$ cat src/rtl/hazard_stall_unit_if.sv
// Decode/execute hazard handshake between the pipeline and the hazard stall unit.
// Master drives the pipeline-side inputs; the slave (stall unit) returns the stall/flush controls.
interface hazard_stall_unit_if #(
    parameter int CNT_W = 16
);
    logic [31:0]      instruction_fd;
    logic [31:0]      instruction_de;
    logic             RegDst_de;
    logic             mem_read_de;
    logic             reg_w_ctl_de;
    logic             branch_taken;
    logic             cnt_clear;
    logic             stall_ctl;
    logic             pc_write_en;
    logic             fd_write_en;
    logic             fd_flush;
    logic [CNT_W-1:0] stall_cycles;
    logic [CNT_W-1:0] flush_events;

    modport master (
        output instruction_fd, instruction_de, RegDst_de, mem_read_de,
               reg_w_ctl_de, branch_taken, cnt_clear,
        input  stall_ctl, pc_write_en, fd_write_en, fd_flush,
               stall_cycles, flush_events
    );

    modport slave (
        input  instruction_fd, instruction_de, RegDst_de, mem_read_de,
               reg_w_ctl_de, branch_taken, cnt_clear,
        output stall_ctl, pc_write_en, fd_write_en, fd_flush,
               stall_cycles, flush_events
    );
endinterface

$ cat src/rtl/hazard_stall_unit.sv
// Load-use hazard detection and taken-branch flush control for the F/D and D/E pipeline registers.
// state | meaning
// RUN   | normal issue; stalls for one cycle on a load-use hazard, flushes on a taken branch
// STALL | extra load-use stall cycles still owed; a taken branch aborts the stall
module hazard_stall_unit #(
    parameter int LOAD_STALL_CYCLES = 1,
    parameter int CNT_W             = 16
) (
    input  logic                clock,
    input  logic                reset_n,
    hazard_stall_unit_if.slave  bus
);

    typedef enum logic {RUN, STALL} state_t;

    localparam logic [1:0]       STALL_RELOAD = 2'(LOAD_STALL_CYCLES - 1);
    localparam logic [CNT_W-1:0] CNT_ONE      = {{(CNT_W-1){1'b0}}, 1'b1};
    localparam logic [CNT_W-1:0] CNT_MAX      = {CNT_W{1'b1}};

    state_t           state;
    logic [1:0]       remaining;
    logic [CNT_W-1:0] stall_cnt;
    logic [CNT_W-1:0] flush_cnt;

    logic [5:0] opcode;
    logic [4:0] rs;
    logic [4:0] rt;
    logic [4:0] dest_de;
    logic       uses_rt;
    logic       hazard;
    logic       do_flush;
    logic       do_stall;
    logic       unused_bits;

    always_comb begin
        opcode  = bus.instruction_fd[31:26];
        rs      = bus.instruction_fd[25:21];
        rt      = bus.instruction_fd[20:16];
        uses_rt = (opcode == 6'h00) || (opcode == 6'h2B) ||
                  (opcode == 6'h04) || (opcode == 6'h05);
        dest_de = bus.RegDst_de ? bus.instruction_de[15:11] : bus.instruction_de[20:16];
        // $0 is hardwired, so a load targeting it can never create a dependency
        hazard  = bus.mem_read_de && bus.reg_w_ctl_de && (dest_de != 5'd0) &&
                  ((dest_de == rs) || (uses_rt && (dest_de == rt)));
    end

    // A taken branch wins in both states; an owed stall ignores the live hazard
    // because the load has already left execute.
    always_comb begin
        do_flush = bus.branch_taken;
        do_stall = !bus.branch_taken && ((state == STALL) || hazard);
    end

    assign bus.stall_ctl    = do_flush || do_stall;
    assign bus.pc_write_en  = !do_stall;
    assign bus.fd_write_en  = !do_stall;
    assign bus.fd_flush     = do_flush;
    assign bus.stall_cycles = stall_cnt;
    assign bus.flush_events = flush_cnt;

    assign unused_bits = ^{bus.instruction_fd[15:0], bus.instruction_de[31:21],
                           bus.instruction_de[10:0]};

    always_ff @(posedge clock or negedge reset_n) begin
        if (!reset_n) begin
            state     <= RUN;
            remaining <= 2'd0;
        end else begin
            case (state)
                RUN: begin
                    if (!bus.branch_taken && hazard && (LOAD_STALL_CYCLES > 1)) begin
                        remaining <= STALL_RELOAD;
                        state     <= STALL;
                    end
                end
                STALL: begin
                    if (bus.branch_taken) begin
                        remaining <= 2'd0;
                        state     <= RUN;
                    end else begin
                        remaining <= remaining - 2'd1;
                        if (remaining == 2'd1) begin
                            state <= RUN;
                        end
                    end
                end
                default: begin
                    remaining <= 2'd0;
                    state     <= RUN;
                end
            endcase
        end
    end

    // Clear has priority over a same-cycle increment; both counters saturate.
    always_ff @(posedge clock or negedge reset_n) begin
        if (!reset_n) begin
            stall_cnt <= '0;
            flush_cnt <= '0;
        end else if (bus.cnt_clear) begin
            stall_cnt <= '0;
            flush_cnt <= '0;
        end else begin
            if (do_stall && (stall_cnt != CNT_MAX)) begin
                stall_cnt <= stall_cnt + CNT_ONE;
            end
            if (do_flush && (flush_cnt != CNT_MAX)) begin
                flush_cnt <= flush_cnt + CNT_ONE;
            end
        end
    end

endmodule

$ cat src/flat_wrapper.sv
// flat-port wrapper written by rule: the top's interface ports become plain ports
module hazard_stall_unit_flat 
#(
    parameter int LOAD_STALL_CYCLES = 1,
    parameter int CNT_W             = 16
)
  (clock, reset_n, bus_instruction_fd, bus_instruction_de, bus_RegDst_de, bus_mem_read_de, bus_reg_w_ctl_de, bus_branch_taken, bus_cnt_clear, bus_stall_ctl, bus_pc_write_en, bus_fd_write_en, bus_fd_flush, bus_stall_cycles, bus_flush_events);
  hazard_stall_unit_if #(.CNT_W(CNT_W)) bus_i ();
  input  logic clock;
  input  logic reset_n;
  input wire logic [$bits(bus_i.instruction_fd)-1:0] bus_instruction_fd;
  input wire logic [$bits(bus_i.instruction_de)-1:0] bus_instruction_de;
  input wire logic [$bits(bus_i.RegDst_de)-1:0] bus_RegDst_de;
  input wire logic [$bits(bus_i.mem_read_de)-1:0] bus_mem_read_de;
  input wire logic [$bits(bus_i.reg_w_ctl_de)-1:0] bus_reg_w_ctl_de;
  input wire logic [$bits(bus_i.branch_taken)-1:0] bus_branch_taken;
  input wire logic [$bits(bus_i.cnt_clear)-1:0] bus_cnt_clear;
  output wire logic [$bits(bus_i.stall_ctl)-1:0] bus_stall_ctl;
  output wire logic [$bits(bus_i.pc_write_en)-1:0] bus_pc_write_en;
  output wire logic [$bits(bus_i.fd_write_en)-1:0] bus_fd_write_en;
  output wire logic [$bits(bus_i.fd_flush)-1:0] bus_fd_flush;
  output wire logic [$bits(bus_i.stall_cycles)-1:0] bus_stall_cycles;
  output wire logic [$bits(bus_i.flush_events)-1:0] bus_flush_events;
  assign bus_i.instruction_fd = bus_instruction_fd;
  assign bus_i.instruction_de = bus_instruction_de;
  assign bus_i.RegDst_de = bus_RegDst_de;
  assign bus_i.mem_read_de = bus_mem_read_de;
  assign bus_i.reg_w_ctl_de = bus_reg_w_ctl_de;
  assign bus_i.branch_taken = bus_branch_taken;
  assign bus_i.cnt_clear = bus_cnt_clear;
  assign bus_stall_ctl = bus_i.stall_ctl;
  assign bus_pc_write_en = bus_i.pc_write_en;
  assign bus_fd_write_en = bus_i.fd_write_en;
  assign bus_fd_flush = bus_i.fd_flush;
  assign bus_stall_cycles = bus_i.stall_cycles;
  assign bus_flush_events = bus_i.flush_events;
  hazard_stall_unit #(.LOAD_STALL_CYCLES(LOAD_STALL_CYCLES), .CNT_W(CNT_W)) u_core (.clock(clock), .reset_n(reset_n), .bus(bus_i));
endmodule
$ cat config.mk
export PLATFORM = sky130hd
export DESIGN_NAME = hazard_stall_unit_flat
export DESIGN_NICKNAME = d
export VERILOG_FILES = /design/src/rtl/hazard_stall_unit_if.sv /design/src/rtl/hazard_stall_unit.sv /design/src/flat_wrapper.sv
export SDC_FILE = /design/constraint.sdc
export NUM_CORES = 1
export LEC_CHECK = 0
export CAP_MARGIN = 0
export CORE_ASPECT_RATIO = 0.6
export CORE_MARGIN = 3
export CORE_UTILIZATION = 40
export DETAILED_ROUTE_END_ITERATION = 6
export GPL_ROUTABILITY_DRIVEN = 0
export HOLD_SLACK_MARGIN = 0.06
export PLACE_DENSITY = 0.88
export SETUP_SLACK_MARGIN = 0.15
export SKIP_CTS_REPAIR_TIMING = 1
export SLEW_MARGIN = 20
export SYNTH_ARGS = -nofsm -noshare
export SYNTH_HDL_FRONTEND = slang
export SYNTH_SLANG_ARGS = --single-unit
$ cat constraint.sdc
create_clock -name clock -period 4.9 [get_ports clock]
set_input_delay 1.225 -clock clock [delete_from_list [all_inputs] [get_ports clock]]
set_output_delay 1.225 -clock clock [all_outputs]
set_load 0.02 [all_outputs]
==> results.yml <==
sta:
  finalCritPeriodShare_pct: 94.4
  fin_crit_ns: 4.62
  setup_tns_final_ns: 0
  timing_worst_slew_pin_value_ns: 0.879
  timing.clock.skew_ns: 0.0117
  finalSetupViolations: 0
  slew_violations: 0
  maxClockFrequency_mhz: 216
  timing.final.hold_violations: 0
  slew-limit-headroom_pct: 40.7
  rsz0062_at_grt: "false"
cells_and_area:
  diodes: 0
  stdcell_area_um2: 3010
  most_common_library_cell_in_the_layout_ignoring_fill_and_taps: "clkdlybuf4s50_1"
  final_cell_mix: "clkdlybuf4s50_1, dfrtp_1, nor2_1"
  layout-drive-gt1-share_pct: 9.80
  finish.utilization_pct: 62.1
  fillCellCount: 426
  area_delta_synth_final_pct: 41.0
  final_non_filler_cell_total: 369
  design.final.nets: 379
cts:
  clk_path_buf_depth: 2
  cts_inserted_buffers: 5
  numClockSinks: 35
  clock_latency_ns: 0.29
  clk_transition_reported_paths_ns: 0.07
  cts-root-buf: "clkbuf_8"
  cts_tree: "built"
  htree_num_levels: 2
power_and_ir_drop:
  int_power_w: 0.000488
  max-vdd-ir-drop_mv: 0.109
  p_total_w: 0.000639
  power.switching_fraction_pct: 23.7
  cellLeakagePower_nw: 1.16
  seq_power_share_pct: 45.9
  clkPwrFrac_pct: 40.8
  pwr-share-comb_pct: 13.3
  power_density_nw_per_um2: 212
  power.net_switching_w: 0.000151
synthesis:
  seq_area_frac_synth_pct: 41.0
  synth.top_cell.area_share_pct: 41.0
  postSynth.asyncResetShare_pct: 100
  synth.mux.area_fraction_pct: 6.27
  synthesized_cell_area_um2: 2130
  synth_top_cell_by_area: "dfrtp_1"
  synthesized_area_fraction_occupied_by_adder_cells_pct: 1.76
  yosysUniqueCellTypes: 42
  syn-mean-instance-area_um2: 9.08
  yosys.area_share.simple_pct: 27.3
  synth_top_cells_by_area: "dfrtp_1, xnor2_1, nor2_1"
  synth-main-ff-cell: "dfrtp_1"
  synth-edff-count: 0
  post_synth_inst_count: 235
  synth_seq_cells: 35
  synthesized_area_fraction_occupied_by_ao_oa_aoi_and_oai_cells_pct: 10.3
  synth-warning-count: 0
  largest_family_of_logic_cells_by_synthesized_area: "simple AND/OR/NAND/NOR gates"
  mappedNetlistNets: 309
  synth_xor_xnor_area_share_pct: 8.21
routing:
  drc_errors: 0
  wirelength_mm: 5.77
  viasPerCell: 5.47
  dr_total_vias: 2020
  dr.first_iter.drc_count: 87
  drtPass1Iterations: 4
  avgRoutedWirePerCell_um: 15.6
  antenna_left: 0
critical_path:
  critPathCaptureType: "primary output"
  startpoint_type: "primary input"
  worst_ep_required_time_ns: 3.67
  cp.arrival_ns: 3.40
  criticalPathCategory: "in -> out"
  crit_path_max_fanout: 5
placed_design:
  post-dp-hpwl_mm: 4.19
  placedCellCount: 361
  postPlaceCellArea_um2: 2880
  port-buffer-count: 68
global_route:
  grt_antenna_before_repair: 0
  grt_pass1_vias: 1941
  globalRouteOverflowTotal: 0
  grt_usage_pct: 18.2
  grt_pass1_wl_mm: 9.40
  grt_start_max_net_pins: 36
flow_run:
  drv_cap: 0
run_status:
  run_status: "finished clean"
floorplan:
  die_y_um: 62.6
  core.rowCount: 19
  io_pins: 107
  placeableCoreArea_um2: 4850
  die_area_um2: 6280
  fp.dieW_um: 100
  initial_core_utilization_pct: 44.0
hold_path:
  worstHoldPathType: "reg -> reg"
[power by group through the flow]
stage          clock network [W]  logic [W]  registers, W
6_report                0.000261  0.0000852      0.000293
5_1_grt                 0.000284  0.0000915      0.000294
4_1_cts                 0.000267  0.0000823      0.000293
3_5_place_dp                   0  0.0000820      0.000299
3_3_place_gp                   0  0.0000800      0.000298
2_1_floorplan                  0  0.0000309      0.000300
[per-stage QoR]
step | hold WS (ns) | setup WS [ns]
2_1_floorplan | 0.457 | 0.483
3_3_place_gp | 0.470 | -0.0484
3_5_place_dp | 0.484 | -0.0489
4_1_cts | 0.497 | -0.0605
5_1_grt | 0.522 | 0.189
6_report | 0.496 | 0.276
[kinds of logic after synthesis]
logic type                 after synthesis
muxes                                   12
and+or+nand+nor                        109
AOI/OAI and AO/OA                       35
buffers and inverters                   21
xor gates and xnor gates                20
adders and majority gates                3
DFF                                     35
[flip-flops by register name, summed over array words and instances, names as in the netlist]
| register | flops |
|---|---|
| u_core.remaining | 2 |
| u_core.bus.stall_cycles | 16 |
| u_core.bus.flush_events | 16 |
| u_core.state | 1 |
[critical path, stage by stage]
cell             delay (ns)
clkdlybuf4s50_1        0.51
buf_4                  0.16
mux2i_2                0.28
xnor2_1                0.12
nor4_2                 0.35
o2111ai_1              0.20
a31o_2                 0.33
dlymetal6s2s_1         0.22
[synth_stat cells, drive strengths merged (2+ instances only)]
| library cell | number |
|---|---|
| a21oi | 12 |
| and3 | 5 |
| and4 | 3 |
| buf | 5 |
| clkbuf | 8 |
| dfrtp | 35 |
| ha | 3 |
| inv | 8 |
| mux2 | 5 |
| mux2i | 7 |
| nand2 | 16 |
| nand2b | 4 |
| nand3 | 11 |
| nand4 | 9 |
| nor2 | 23 |
| nor2b | 5 |
| nor3 | 9 |
| nor3b | 2 |
| nor4 | 6 |
| o21ai | 10 |
| o31ai | 2 |
| o41ai | 2 |
| or3 | 8 |
| or4 | 3 |
| xnor2 | 11 |
| xor2 | 9 |
[area by class of cell]
| cell class | instances | area [um2] | share of cell area [%] |
|---|---|---|---|
| multi-input combinational | 179 | 1160 | 38.7 |
| clock buffer | 5 | 68.8 | 2.29 |
| clock inverter | 3 | 43.8 | 1.45 |
| sequential | 35 | 876 | 29.1 |
| inverter | 8 | 30.0 | 0.998 |
| tap | 63 | 78.8 | 2.62 |
| timing repair buffer | 76 | 748 | 24.9 |
[worst paths after layout]
| kind | slack (ns) | cells past startpoint | startpoint | to |
|---|---|---|---|---|
| setup / recovery | 0.28 | 8 | bus_RegDst_de | bus_pc_write_en |
| hold / removal | 0.50 | 1 | u_core.remaining[0] | u_core.remaining[0] |
| setup reg to reg | 2.52 | 7 | u_core.bus.flush_events[7] | u_core.bus.flush_events[10] |
| hold reg to reg | 0.50 | 1 | u_core.remaining[0] | u_core.remaining[0] |
| max in group asynchronous | 3.23 | 2 | reset_n | u_core.remaining[1] |
| min in group asynchronous | 1.35 | 2 | reset_n | u_core.bus.stall_cycles[0] |
[per-layer routing]
metal | vias to the layer above | routed length, um | GRT usage, %
li1 | 983 | - | -
met1 | 983 | 2830 | 26.4
met2 | 50 | 2610 | 27.8
met3 | 4 | 308 | 4.57
met4 | 0 | 27 | 3.03
met5 | - | 0 | 0
(Power assumes the default switching activity.)
